$ cat config.mk
export PLATFORM = sky130hd
export DESIGN_NAME = ysyx_25040105_lsu_mc
export DESIGN_NICKNAME = d
export VERILOG_FILES = /design/src/rtl/ysyx_25040105_pkg.sv /design/src/rtl/ysyx_25040105_lsu_lane.sv /design/src/rtl/ysyx_25040105_lsu_mc.sv
export SDC_FILE = /design/constraint.sdc
export NUM_CORES = 1
export LEC_CHECK = 0
export CAP_MARGIN = 20
export CORE_MARGIN = 10
export CORE_UTILIZATION = 23
export DETAILED_ROUTE_END_ITERATION = 8
export DONT_BUFFER_PORTS = 1
export GPL_TIMING_DRIVEN = 0
export PLACE_DENSITY = 0.35
export SYNTH_ARGS = -nofsm -noshare
export SYNTH_HDL_FRONTEND = slang
export SYNTH_SLANG_ARGS = --single-unit
$ cat constraint.sdc
create_clock -name clk -period 12 [get_ports clk]
set_clock_uncertainty 0.15 [all_clocks]
set_input_delay 1.8 -clock clk [delete_from_list [all_inputs] [get_ports clk]]
set_output_delay 1.8 -clock clk [all_outputs]
set_load 0.05 [all_outputs]
$ cat src/rtl/ysyx_25040105_pkg.sv
// Shared definitions for the multi-cycle load/store unit: access sizes,
// exception codes and the FSM state encoding.
package ysyx_25040105_pkg;

   // Access size field of the LS op (log2 of the byte count)
   localparam logic [1:0] LS_SIZE_B = 2'd0;
   localparam logic [1:0] LS_SIZE_H = 2'd1;
   localparam logic [1:0] LS_SIZE_W = 2'd2;
   localparam logic [1:0] LS_SIZE_D = 2'd3;

   // Exception codes reported with a completed op
   localparam logic [1:0] EXC_NONE     = 2'd0;
   localparam logic [1:0] EXC_MISALIGN = 2'd1;
   localparam logic [1:0] EXC_BUS      = 2'd2;
   localparam logic [1:0] EXC_TIMEOUT  = 2'd3;

   typedef enum logic [1:0] {
      ST_IDLE = 2'd0,
      ST_REQ  = 2'd1,
      ST_WAIT = 2'd2,
      ST_DONE = 2'd3
   } lsu_state_t;

endpackage

$ cat src/rtl/ysyx_25040105_lsu_lane.sv
// Byte-lane steering for the LSU: store strobe/data shift into the aligned
// bus word, and load byte-lane extract with sign or zero extension.
module ysyx_25040105_lsu_lane
   import ysyx_25040105_pkg::*;
#(
   parameter  int XLEN   = 32,
   localparam int STRB_W = XLEN / 8,
   localparam int OFF_W  = $clog2(STRB_W)
) (
   input  logic [OFF_W-1:0]  st_off,
   input  logic [1:0]        st_size,
   input  logic [XLEN-1:0]   st_wdata,
   input  logic [OFF_W-1:0]  ld_off,
   input  logic [1:0]        ld_size,
   input  logic              ld_unsigned,
   input  logic [XLEN-1:0]   ld_rdata,
   output logic [STRB_W-1:0] st_wstrb,
   output logic [XLEN-1:0]   st_wdata_sh,
   output logic [XLEN-1:0]   ld_data
);

   logic [STRB_W-1:0]       strb_base;
   logic [XLEN-1:0]         ld_shift;
   logic [XLEN-1:0]         ld_left;
   logic signed [XLEN-1:0]  ld_left_s;
   logic signed [XLEN-1:0]  ld_ext_s;
   int                      ld_bits;
   int                      ld_pad;

   // Store side: contiguous strobe of 2^size bytes and data moved to lane st_off
   always_comb begin
      case (st_size)
         LS_SIZE_B: strb_base = STRB_W'(1);
         LS_SIZE_H: strb_base = STRB_W'(3);
         LS_SIZE_W: strb_base = STRB_W'(15);
         default:   strb_base = '1;
      endcase
      st_wstrb    = strb_base << st_off;
      st_wdata_sh = st_wdata << {st_off, 3'b000};
   end

   // Load side: bring lane ld_off down to bit 0, then extend from the access width
   always_comb begin
      ld_shift = ld_rdata >> {ld_off, 3'b000};
      ld_bits  = 8 << ld_size;
      if (ld_bits > XLEN) ld_bits = XLEN;
      ld_pad    = XLEN - ld_bits;
      ld_left   = ld_shift << ld_pad;
      ld_left_s = ld_left;
      ld_ext_s  = ld_left_s >>> ld_pad;
      if (ld_unsigned) ld_data = ld_left >> ld_pad;
      else             ld_data = ld_ext_s;
   end

endmodule

$ cat src/rtl/ysyx_25040105_lsu_mc.sv
// Multi-cycle load/store unit: accepts one op, issues one aligned bus request,
// waits for the response (with optional timeout) and hands the extended result
// plus exception status to writeback.
module ysyx_25040105_lsu_mc
   import ysyx_25040105_pkg::*;
#(
   parameter int XLEN    = 32,
   parameter int TIMEOUT = 255,
   parameter int TAG_W   = 5
) (
   input  logic              clk,
   input  logic              rst,
   input  logic              in_valid,
   output logic              in_ready,
   input  logic [3:0]        in_op,
   input  logic [XLEN-1:0]   in_base,
   input  logic [XLEN-1:0]   in_imm,
   input  logic [XLEN-1:0]   in_wdata,
   input  logic [TAG_W-1:0]  in_tag,
   output logic              mem_req_valid,
   input  logic              mem_req_ready,
   output logic [XLEN-1:0]   mem_req_addr,
   output logic              mem_req_wen,
   output logic [XLEN-1:0]   mem_req_wdata,
   output logic [XLEN/8-1:0] mem_req_wstrb,
   input  logic              mem_rsp_valid,
   input  logic [XLEN-1:0]   mem_rsp_rdata,
   input  logic              mem_rsp_err,
   output logic              out_valid,
   input  logic              out_ready,
   output logic [XLEN-1:0]   out_data,
   output logic [TAG_W-1:0]  out_tag,
   output logic              out_exc,
   output logic [1:0]        out_exc_code
);

   localparam int STRB_W = XLEN / 8;
   localparam int OFF_W  = $clog2(STRB_W);
   localparam int CNT_W  = $clog2(TIMEOUT + 2);

   lsu_state_t        state, state_nx;
   logic              is_store_q;
   logic              is_unsigned_q;
   logic [1:0]        size_q;
   logic [OFF_W-1:0]  off_q;
   logic [CNT_W-1:0]  cnt_q;
   logic [XLEN-1:0]   ea;
   logic [2:0]        align_mask;
   logic              misalign;
   logic              timeout_hit;
   logic [STRB_W-1:0] st_wstrb;
   logic [XLEN-1:0]   st_wdata_sh;
   logic [XLEN-1:0]   ld_data;

   assign ea = in_base + in_imm;
   // 2^size - 1 in three bits; size 3 wraps to 3'b111 which is the doubleword mask
   assign align_mask  = (3'd1 << in_op[1:0]) - 3'd1;
   assign misalign    = ((ea[2:0] & align_mask) != 3'd0) ||
                        ((XLEN == 32) && (in_op[1:0] == LS_SIZE_D));
   // Fires on the TIMEOUT-th WAIT cycle without a response
   assign timeout_hit = (TIMEOUT != 0) && (cnt_q == CNT_W'(TIMEOUT - 1));

   ysyx_25040105_lsu_lane #(.XLEN(XLEN)) u_lane (
      .st_off      (ea[OFF_W-1:0]),
      .st_size     (in_op[1:0]),
      .st_wdata    (in_wdata),
      .ld_off      (off_q),
      .ld_size     (size_q),
      .ld_unsigned (is_unsigned_q),
      .ld_rdata    (mem_rsp_rdata),
      .st_wstrb    (st_wstrb),
      .st_wdata_sh (st_wdata_sh),
      .ld_data     (ld_data)
   );

   // FSM state register
   always_ff @(posedge clk or posedge rst) begin
      if (rst) state <= ST_IDLE;
      else     state <= state_nx;
   end

   // Next-state and handshake outputs
   always_comb begin
      state_nx      = state;
      in_ready      = 1'b0;
      mem_req_valid = 1'b0;
      out_valid     = 1'b0;
      case (state)
         ST_IDLE: begin
            in_ready = 1'b1;
            if (in_valid) state_nx = misalign ? ST_DONE : ST_REQ;
         end
         ST_REQ: begin
            mem_req_valid = 1'b1;
            if (mem_req_ready) state_nx = ST_WAIT;
         end
         ST_WAIT: begin
            if (mem_rsp_valid || timeout_hit) state_nx = ST_DONE;
         end
         default: begin
            out_valid = 1'b1;
            if (out_ready) state_nx = ST_IDLE;
         end
      endcase
   end

   // Op capture, request fields, wait counter and result registers
   always_ff @(posedge clk or posedge rst) begin
      if (rst) begin
         is_store_q    <= 1'b0;
         is_unsigned_q <= 1'b0;
         size_q        <= LS_SIZE_B;
         off_q         <= '0;
         cnt_q         <= '0;
         mem_req_addr  <= '0;
         mem_req_wen   <= 1'b0;
         mem_req_wdata <= '0;
         mem_req_wstrb <= '0;
         out_data      <= '0;
         out_tag       <= '0;
         out_exc       <= 1'b0;
         out_exc_code  <= EXC_NONE;
      end else begin
         case (state)
            ST_IDLE: begin
               if (in_valid) begin
                  is_store_q    <= in_op[3];
                  is_unsigned_q <= in_op[2];
                  size_q        <= in_op[1:0];
                  off_q         <= ea[OFF_W-1:0];
                  mem_req_addr  <= {ea[XLEN-1:OFF_W], {OFF_W{1'b0}}};
                  mem_req_wen   <= in_op[3];
                  mem_req_wdata <= in_op[3] ? st_wdata_sh : '0;
                  mem_req_wstrb <= in_op[3] ? st_wstrb : '0;
                  out_data      <= '0;
                  out_tag       <= in_tag;
                  out_exc       <= misalign;
                  out_exc_code  <= misalign ? EXC_MISALIGN : EXC_NONE;
               end
            end
            ST_REQ: begin
               if (mem_req_ready) cnt_q <= '0;
            end
            ST_WAIT: begin
               if (mem_rsp_valid) begin
                  if (mem_rsp_err) begin
                     out_exc      <= 1'b1;
                     out_exc_code <= EXC_BUS;
                     out_data     <= '0;
                  end else begin
                     out_data <= is_store_q ? '0 : ld_data;
                  end
               end else if (timeout_hit) begin
                  out_exc      <= 1'b1;
                  out_exc_code <= EXC_TIMEOUT;
                  out_data     <= '0;
               end else begin
                  cnt_q <= cnt_q + CNT_W'(1);
               end
            end
            default: ;
         endcase
      end
   end

endmodule

==> results.py, run 1 <==
metrics = {
    "routing": {
        "drcViolationCount": 0,
        "ant_nets": 0,
        "routedWlPerCell_um": 24.24,
        "num_vias": 7264,
        "drt-total-wl_um": 34400,
        "drtIter0Drc": 566,
        "drt_first_pass_iters": 5,
        "drt-vias-per-instance": 5.119,
    },
    "logic_synthesis": {
        "ys_types": 67,
        "synth_seq_cells": 123,
        "yosysTopAreaCellShare": 0.3790,
        "ys_warn_count": 0,
        "ys_seq_area_frac": 0.3790,
        "synth_common_cells": "nand2_1, dfrtp_1, o21ai_0",
        "synth_area_um2": 8120,
        "yosysTopAreaCell": "dfrtp_1",
        "syn_inst": 929,
        "synth_edf_count": 0,
        "ys_top_cells_by_area": "dfrtp_1, nand2_1, o21ai_0",
        "synthFlopType": "dfrtp_1",
        "syn_area_per_cell_um2": 8.741,
        "async_reset_ff_frac": 1.000,
        "synth_most_common_cell": "nand2_1",
    },
    "power_and_ir_drop": {
        "ir_worst_vdd_mv": 0.1009,
        "powerDensity_nw_per_um2": 268.8,
        "leakagePower_nw": 4.001,
    },
    "critical_path": {
        "arrival_ns": 4.83,
        "cp_top_family": "buffers and inverters",
        "slowest_stage": "buf_1",
        "cp.buffers_inverters": 3,
        "r2r_slack_ns": 8.29,
        "crit_path_end_kind": "flip-flop",
        "r2r-start": "size_q[1]$_DFFE_PP0P_",
        "required_ns": 12.18,
        "startpoint_type": "input pin",
        "cpPeakStageDelay_ns": 0.72,
        "path_cells": "ha_1 > fa_1 > buf_1 > buf_1 > a21oi_1 > inv_1 > a21oi_1 > o31ai_1",
        "r2r_end": "out_data[12]$_DFFE_PP0P_",
        "crit_type": "in -> reg",
        "crit_path_max_fanout": 10,
        "r2r_cells": 11,
    },
    "clock_tree": {
        "cts_resized": 0,
        "clk_pin_slew_ns": 0.06,
        "cts_htree_levels": 4,
        "cts_setup_buffers": 0,
        "cts.sink_count": 123,
        "cts_tree": "built",
        "clockBufferDepth": 2,
        "cts_buffers": 17,
        "ctsHoldBuffers": 0,
        "clock_latency_ns": 0.43,
        "root_buffer": "clkbuf_16",
    },
    "cells_and_area": {
        "stdcell_area_um2": 9304,
        "syn_to_final_growth_pct": 14.58,
        "drive_gt1_frac": 0.06854,
        "final_cells": 1419,
        "nNetsFinal": 1136,
    },
    "grt": {
        "gr-usage-all-layers": 0.1544,
        "grt_max_degree": 64,
        "use_met2": 0.2581,
        "grt-ovfl-total": 0,
        "groute.layer.met3.usage": 0.05422,
        "grt_pass1_wl_um": 50970,
        "antenna_found_initial": 1,
        "busiest_layer": "met2",
        "grt_pass1_vias": 7459,
        "use_met1": 0.1842,
    },
    "hold_path": {
        "holdPathStages": 2,
        "hp-start": "size_q[0]$_DFFE_PP0P_",
        "min_to": "size_q[0]$_DFFE_PP0P_",
        "hold_path.class": "reg -> reg",
    },
    "die": {
        "boundaryPins": 256,
        "die_width_um": 207.9,
        "coreArea_um2": 34710,
        "fp.dieH_um": 207.9,
        "die_area_um2": 43220,
        "rows": 68,
        "start_util": 0.2339,
    },
    "sta": {
        "hold_slack_ns": 0.3563,
        "period_needed_ns": 4.654,
        "rsz0062_at_grt": "false",
        "worst_slew_pin_slew_ns": 0.8711,
        "drv_slew": 0,
        "fin_setup_tns_ns": 0,
        "setup_viol_count_final": 0,
        "fmax_mhz": 214.9,
        "hold_violations": 0,
        "max_slew_margin": 0.4193,
        "finalCritPeriodShare": 0.3878,
    },
    "job": {
        "timing.max_cap.violations": 0,
    },
    "placed_design": {
        "place_area_um2": 8730,
        "io_buffers": 0,
        "place_inst": 1387,
        "globalplace.congestion": 0.7851,
        "dp_hpwl_um": 26320,
    },
    "status": {
        "outcome": "complete, no violations",
    },
}
[layer usage]
layer | part of all wire | wire [µm]
met4 | 0.014 | 471
met5 | 0 | 0
met1 | 0.42 | 14480
met3 | 0.078 | 2694
met2 | 0.49 | 16750
[power breakdown]
part / switching [mW] / leakage, nW / internal, mW
clock network: 0.200 / 0.276 / 0.320
logic: 0.579 / 2.11 / 0.289
registers: 0.571 / 1.62 / 0.542
[registers in the layout, summed over array words and instances (netlist names), 2 cells and up]
register	cells
cnt_q	9
mem_req_addr	30
mem_req_wdata	32
mem_req_wstrb	4
off_q	2
out_data	32
out_exc_code	2
out_tag	5
size_q	2
state	2
[cells by family (layout without fill, tap and decap cells)]
logic type	after synthesis	count (layout)	share of synthesized area
multiplexers	50	50	0.06549
AO/OA/AOI/OAI	325	325	0.2632
flip-flops	123	123	0.3790
AND/OR/NAND/NOR	286	286	0.1607
other	2	5	0.0009248
XOR/XNOR	25	25	0.02696
adder cells (fa/ha/maj)	41	41	0.06410
buffers and inverters	77	109	0.03960
[worst min-delay path: cells and delay by family (launching register included)]
| family | cells | cell delay (ns) |
|---|---|---|
| flip-flops | 1 | 0.36 |
| AND/OR/NAND/NOR | 2 | 0.12 |
[worst max path at each step]
stage          startpoint                            to  slack, ns  depth (start not counted)
2_1_floorplan         rst          cnt_q[0]$_DFFE_PP0P_       6.78                          1
4_1_cts        in_base[0]          state[1]$_DFFE_PP0P_       7.21                          8
3_5_place_dp   in_base[0]          state[1]$_DFFE_PP0P_       6.76                          8
6_report       in_base[0]          state[1]$_DFFE_PP0P_       7.35                          8
3_3_place_gp          rst  mem_req_addr[19]$_DFFE_PP0P_       4.62                          1
5_1_grt        in_base[0]          state[1]$_DFFE_PP0P_       7.13                          8
[layout by cell type (no fill, tap or decap), types with 5 or more instances in the layout]
cell / netlist / layout
mux2i_1: 34 / 34
and3_1: 8 / 8
nand3_1: 11 / 11
a22o_1: 24 / 24
dfrtp_1: 123 / 123
a21o_1: 19 / 19
nand2_1: 165 / 165
nor2b_1: 15 / 15
clkbuf_1: 39 / 43
nand4_1: 13 / 13
a211o_1: 12 / 12
xor2_1: 13 / 13
a32oi_1: 5 / 5
clkbuf_16: 0 / 17
o31ai_1: 6 / 6
a222oi_1: 7 / 7
a31oi_1: 18 / 18
o21ai_0: 106 / 106
o21ai_1: 5 / 5
a32o_1: 10 / 10
o21a_1: 5 / 5
ha_1: 40 / 40
o22ai_1: 7 / 7
buf_1: 11 / 11
nand2b_1: 6 / 6
inv_1: 18 / 17
mux2_2: 15 / 15
a221o_1: 8 / 8
nor3_1: 11 / 11
xnor2_1: 12 / 12
a21oi_1: 61 / 61
nor2_1: 33 / 33
o21bai_1: 7 / 7
[final cells by class]
class | instances | area [µm²]
Clock buffer | 24 | 481.7
Multi-Input combinational cell | 731 | 4728
Tap cell | 455 | 569.3
Fill cell | 3791 | 25410
Timing Repair Buffer | 1 | 27.53
Sequential cell | 123 | 3078
Antenna cell | 1 | 2.502
Buffer | 58 | 250.2
Inverter | 19 | 76.32
Clock inverter | 7 | 90.09
[metrics by stage]
stage               utilization  power (mW)  worst slack (ns)
finish                   0.2680       2.501             7.346
global route             0.2680       2.660             7.130
CTS                      0.2680       2.543             7.206
detailed placement       0.2515       2.007             6.765
global placement         0.2505       2.009             4.616
floorplan                     -       1.667             6.779
Note: power is estimated with default switching activity, not from simulation.
==> run 2, diff against run 1 <==
--- a/config.mk
+++ b/config.mk
@@ -11,7 +11,7 @@
 export DETAILED_ROUTE_END_ITERATION = 8
 export DONT_BUFFER_PORTS = 1
 export GPL_TIMING_DRIVEN = 0
-export PLACE_DENSITY = 0.35
+export PLACE_DENSITY = 0.36
 export SYNTH_ARGS = -nofsm -noshare
 export SYNTH_HDL_FRONTEND = slang
 export SYNTH_SLANG_ARGS = --single-unit
==> constraint.sdc (replaced) <==
create_clock -name clk -period 3.75 [get_ports clk]
set_clock_uncertainty 0.15 [all_clocks]
set_input_delay 0.5625 -clock clk [delete_from_list [all_inputs] [get_ports clk]]
set_output_delay 0.5625 -clock clk [all_outputs]
set_load 0.05 [all_outputs]
==> results.py, run 2 (same netlist as run 1, synthesis figures left out) <==
metrics = {
    "sta": {
        "final.setup.worst_slack_ns": 0.4008,
        "max_slew_margin": 0.4308,
        "hold_slack_ns": 0.08636,
        "rsz0062_at_grt": "false",
        "setup_viol_count_final": 0,
        "hold_violations": 0,
        "finalCritPeriodShare": 0.8931,
        "period_needed_ns": 3.349,
        "fmax_mhz": 298.6,
        "worst_slew_pin_slew_ns": 0.8538,
        "drv_slew": 0,
    },
    "clock_tree": {
        "root_buffer": "clkbuf_16",
        "cts_tree": "built",
        "clk_pin_slew_ns": 0.06,
        "cts_htree_levels": 4,
        "cts.sink_count": 123,
        "clock_latency_ns": 0.43,
        "clockBufferDepth": 2,
        "cts_buffers": 17,
    },
    "die": {
        "die_width_um": 207.9,
        "rows": 68,
        "die_area_um2": 43220,
        "coreArea_um2": 34710,
        "fp.dieH_um": 207.9,
        "boundaryPins": 256,
        "start_util": 0.2339,
    },
    "critical_path": {
        "arrival_ns": 3.53,
        "crit_path_end_kind": "flip-flop",
        "crit_type": "in -> reg",
        "crit_path_max_fanout": 10,
        "startpoint_type": "input pin",
        "required_ns": 3.93,
    },
    "routing": {
        "drt-total-wl_um": 33780,
        "num_vias": 7225,
        "drt_first_pass_iters": 6,
        "ant_nets": 0,
        "routedWlPerCell_um": 23.76,
        "drt-vias-per-instance": 5.081,
        "drcViolationCount": 0,
        "drtIter0Drc": 392,
    },
    "placed_design": {
        "place_area_um2": 8781,
        "place_inst": 1390,
        "io_buffers": 0,
        "post-place-ws_ns": -0.3147,
        "globalplace.congestion": 0.8130,
        "dp_hpwl_um": 26450,
    },
    "cells_and_area": {
        "drive_gt1_frac": 0.07557,
        "final_common_cell": "nand2_1",
        "final_cells": 1422,
        "syn_to_final_growth_pct": 15.50,
        "top_regs": "mem_req_wdata x32, out_data x32, mem_req_addr x30",
        "final_cell_mix": "nand2_1, dfrtp_1, o21ai_0, a21oi_1, clkbuf_1",
        "n_fill_cell": 3771,
        "nNetsFinal": 1139,
        "stdcell_area_um2": 9379,
    },
    "grt": {
        "gr-usage-all-layers": 0.1536,
        "grt-ovfl-total": 0,
        "grt_max_degree": 36,
        "grt_pass1_vias": 7741,
        "grt_pass1_wl_um": 51050,
        "antenna_found_initial": 1,
    },
    "status": {
        "outcome": "complete, no violations",
    },
    "power_and_ir_drop": {
        "ir_worst_vdd_mv": 0.3311,
        "powerDensity_nw_per_um2": 852.7,
        "leakagePower_nw": 4.038,
    },
    "hold_path": {
        "hold_path.class": "in -> reg",
    },
    "job": {
        "timing.max_cap.violations": 0,
    },
}
[run 2: power by group]
part           total (mW)  internal [mW]  leakage (nW)  switching [mW]
combinational        2.78          0.941          2.14            1.84
clock                1.66           1.02         0.283           0.641
sequential           3.56           1.73          1.62            1.82
[run 2: worst max-delay path, cell delays in order]
cell and delay [ns]:
ha_1 0.25, fa_1 0.65, buf_1 0.58, buf_1 0.70
a21oi_1 0.36, inv_1 0.13, a21oi_1 0.08, o31ai_1 0.22
[run 2: path summary, 6_finish.rpt]
kind | start | to | slack, ns | cells past startpoint
worst min-delay path | in_tag[1] | out_tag[1]$_DFFE_PP0P_ | 0.09 | 2
worst max-delay path | in_base[0] | state[1]$_DFFE_PP0P_ | 0.40 | 8
worst max register to register | state[0]$_DFFE_PP0P_ | mem_req_wdata[6]$_DFFE_PP0P_ | 0.44 | 7
max in group asynchronous | rst | mem_req_wstrb[3]$_DFFE_PP0P_ | 2.27 | 4
worst min register to register | size_q[0]$_DFFE_PP0P_ | size_q[0]$_DFFE_PP0P_ | 0.37 | 2
min in group asynchronous | rst | mem_req_addr[8]$_DFFE_PP0P_ | 0.43 | 2
[run 2: layer usage]
metal	routed length [µm]	global-route usage	vias up
li1	-	-	3464
met1	13930	0.1782	3490
met2	16440	0.2554	232
met3	2670	0.05586	39
met4	739	0.05330	0
met5	0	0	-
[run 2: final cells by class]
cell class | instances | area, µm² | area share
antenna | 1 | 2.502 | 0.0002668
buffer | 57 | 246.5 | 0.02628
clock buffer | 23 | 478.0 | 0.05096
clock inverter | 8 | 92.59 | 0.009872
inverter | 19 | 75.07 | 0.008004
multi-input combinational | 731 | 4747 | 0.5061
sequential | 123 | 3078 | 0.3282
tap | 455 | 569.3 | 0.06070
timing repair buffer | 5 | 90.09 | 0.009605
[run 2: per-stage QoR]
stage	power [mW]	setup TNS, ns	utilization
3_5_place_dp	6.413	-3.855	0.2530
6_report	7.998	0	0.2702
5_1_grt	8.525	0	0.2702
3_3_place_gp	6.411	-3.779	0.2506
4_1_cts	8.145	0	0.2700
2_1_floorplan	5.334	0	-
[run 2: timing repair]
action / in CTS / in global routing
gates cloned: 0 / 0
setup buffers: 0 / 0
hold buffers: 1 / 0
setup endpoints to repair: 14 / 5
resized for setup: 3 / 1
hold endpoints to repair: 10 / 0
==> run 3, diff against run 2 <==
--- a/config.mk
+++ b/config.mk
@@ -5,13 +5,13 @@
 export SDC_FILE = /design/constraint.sdc
 export NUM_CORES = 1
 export LEC_CHECK = 0
-export CAP_MARGIN = 20
 export CORE_MARGIN = 10
 export CORE_UTILIZATION = 23
 export DETAILED_ROUTE_END_ITERATION = 8
 export DONT_BUFFER_PORTS = 1
 export GPL_TIMING_DRIVEN = 0
 export PLACE_DENSITY = 0.36
+export SLEW_MARGIN = 20
 export SYNTH_ARGS = -nofsm -noshare
 export SYNTH_HDL_FRONTEND = slang
 export SYNTH_SLANG_ARGS = --single-unit
==> results.py, run 3 (same netlist as run 1, synthesis figures left out) <==
metrics = {
    "status": {
        "outcome": "complete, no violations",
    },
    "grt": {
        "grt_pass1_vias": 7688,
        "gr-usage-all-layers": 0.1542,
        "grt-ovfl-total": 0,
        "antenna_found_initial": 0,
        "grt_max_degree": 29,
        "grt_pass1_wl_um": 51230,
    },
    "routing": {
        "drtIter0Drc": 387,
        "drcViolationCount": 0,
        "drt_first_pass_iters": 5,
        "drt-total-wl_um": 33950,
        "ant_nets": 0,
        "routedWlPerCell_um": 23.89,
        "num_vias": 7219,
        "drt-vias-per-instance": 5.080,
    },
    "critical_path": {
        "crit_type": "reg -> reg",
        "crit_path_end_kind": "flip-flop",
        "startpoint_type": "flip-flop",
        "arrival_ns": 3.58,
        "crit_path_max_fanout": 10,
        "r2r_cells": 7,
        "required_ns": 3.97,
    },
    "placed_design": {
        "globalplace.congestion": 0.8130,
        "dp_hpwl_um": 26480,
        "io_buffers": 0,
        "place_area_um2": 8781,
    },
    "sta": {
        "period_needed_ns": 3.356,
        "finalCritPeriodShare": 0.8950,
        "setup_viol_count_final": 0,
        "worst_slew_pin_slew_ns": 0.8716,
        "drv_slew": 0,
        "fmax_mhz": 297.9,
        "max_slew_margin": 0.4189,
        "hold_violations": 0,
        "rsz0062_at_grt": "false",
        "fin_setup_tns_ns": 0,
    },
    "power_and_ir_drop": {
        "internal_power_mw": 3.696,
        "p_seq_frac": 0.444,
        "p_sw_mw": 4.315,
        "p_sw_frac": 0.5386,
        "finalPower_mw": 8.011,
        "p_clk_frac": 0.209,
        "leakagePower_nw": 4.038,
        "powerDensity_nw_per_um2": 854.4,
        "p_comb_frac": 0.347,
        "ir_worst_vdd_mv": 0.3245,
    },
    "die": {
        "die_area_um2": 43220,
        "fp.dieH_um": 207.9,
        "coreArea_um2": 34710,
        "rows": 68,
        "start_util": 0.2339,
        "die_width_um": 207.9,
        "boundaryPins": 256,
    },
    "cells_and_area": {
        "drive_gt1_frac": 0.07557,
        "nNetsFinal": 1139,
        "antenna_cells": 0,
        "multi_input_area_um2": 4747,
        "stdcell_area_um2": 9376,
        "seq_area_um2": 3078,
        "fin_util": 0.2701,
        "final_cell_mix": "nand2_1, dfrtp_1, o21ai_0, a21oi_1, clkbuf_1",
        "final_common_cell": "nand2_1",
        "n_fill_cell": 3786,
        "top_regs": "mem_req_wdata x32, out_data x32, mem_req_addr x30",
        "syn_to_final_growth_pct": 15.47,
    },
    "clock_tree": {
        "clk_pin_slew_ns": 0.06,
        "clock_latency_ns": 0.44,
        "cts_htree_levels": 4,
        "root_buffer": "clkbuf_16",
        "cts_buffers": 17,
        "clockBufferDepth": 2,
        "cts.sink_count": 123,
        "cts_tree": "built",
    },
    "hold_path": {
        "holdPathStages": 2,
        "hold_path.class": "in -> reg",
    },
    "job": {
        "timing.max_cap.violations": 0,
    },
}
## run 3: changes by cell type in the layout (fill, tap and decap cells not counted), sizes merged
cell   before  now
diode       1    0
## run 3: worst paths after layout
kind                                       start  slack [ns]                             to
max reg2reg                 state[0]$_DFFE_PP0P_        0.39   mem_req_wdata[6]$_DFFE_PP0P_
min                                    in_tag[1]        0.08         out_tag[1]$_DFFE_PP0P_
min in group asynchronous                    rst        0.54    mem_req_addr[8]$_DFFE_PP0P_
max in group asynchronous                    rst        2.14  mem_req_wdata[29]$_DFFE_PP0P_
max                         state[0]$_DFFE_PP0P_        0.39   mem_req_wdata[6]$_DFFE_PP0P_
min reg2reg                size_q[0]$_DFFE_PP0P_        0.36          size_q[0]$_DFFE_PP0P_
## run 3: final cells by class
cell class,count,area share
Buffer,57,0.02629
Clock buffer,23,0.05097
Timing Repair Buffer,5,0.009608
Multi-Input combinational cell,731,0.5063
Tap cell,455,0.06072
Inverter,19,0.008006
Clock inverter,8,0.009875
Sequential cell,123,0.3283
## run 3: what timing repair did
item                                    4_1_cts  5_1_grt
hold buffers                                  1        0
endpoints found under the hold margin        20        0
gates resized for setup                       3        1
buffers inserted                              0        0
pin swaps                                     0        0
endpoints found under the setup margin       14        5
## run 3: worst max-delay path: stages (launching register included)
cell and delay, ns:
dfrtp_1 0.41, inv_1 0.10, ha_2 0.49, and2_1 0.20
clkbuf_1 0.53, nand3b_1 0.59, nor2_2 0.60, a22o_1 0.21
## run 3: per-stage QoR
stage	std cells	setup WS, ns	hold WS, ns
floorplan	931	0.8665	0.3198
global placement	1386	-0.3066	0.3475
detailed placement	1390	-0.3886	0.3518
CTS	1422	0.1433	0.05440
global route	1421	0.01403	0.07765
finish	1421	0.3937	0.07846
## run 3: power by group through the flow
stage               clock, mW  combinational, mW  sequential [mW]
floorplan                   0               1.97             3.36
global placement            0               2.80             3.61
detailed placement          0               2.81             3.61
CTS                      1.73               2.83             3.59
global route             1.78               3.13             3.63
finish                   1.68               2.78             3.56
## run 3: layer usage
metal,part of all wire,wire (µm),GRT usage,up-vias
met2,0.49,16620,0.2562,225
met1,0.41,14050,0.1802,3498
met4,0.019,646,0.04882,0
li1,-,-,-,3461
met3,0.078,2643,0.05706,35
met5,0,0,0,-
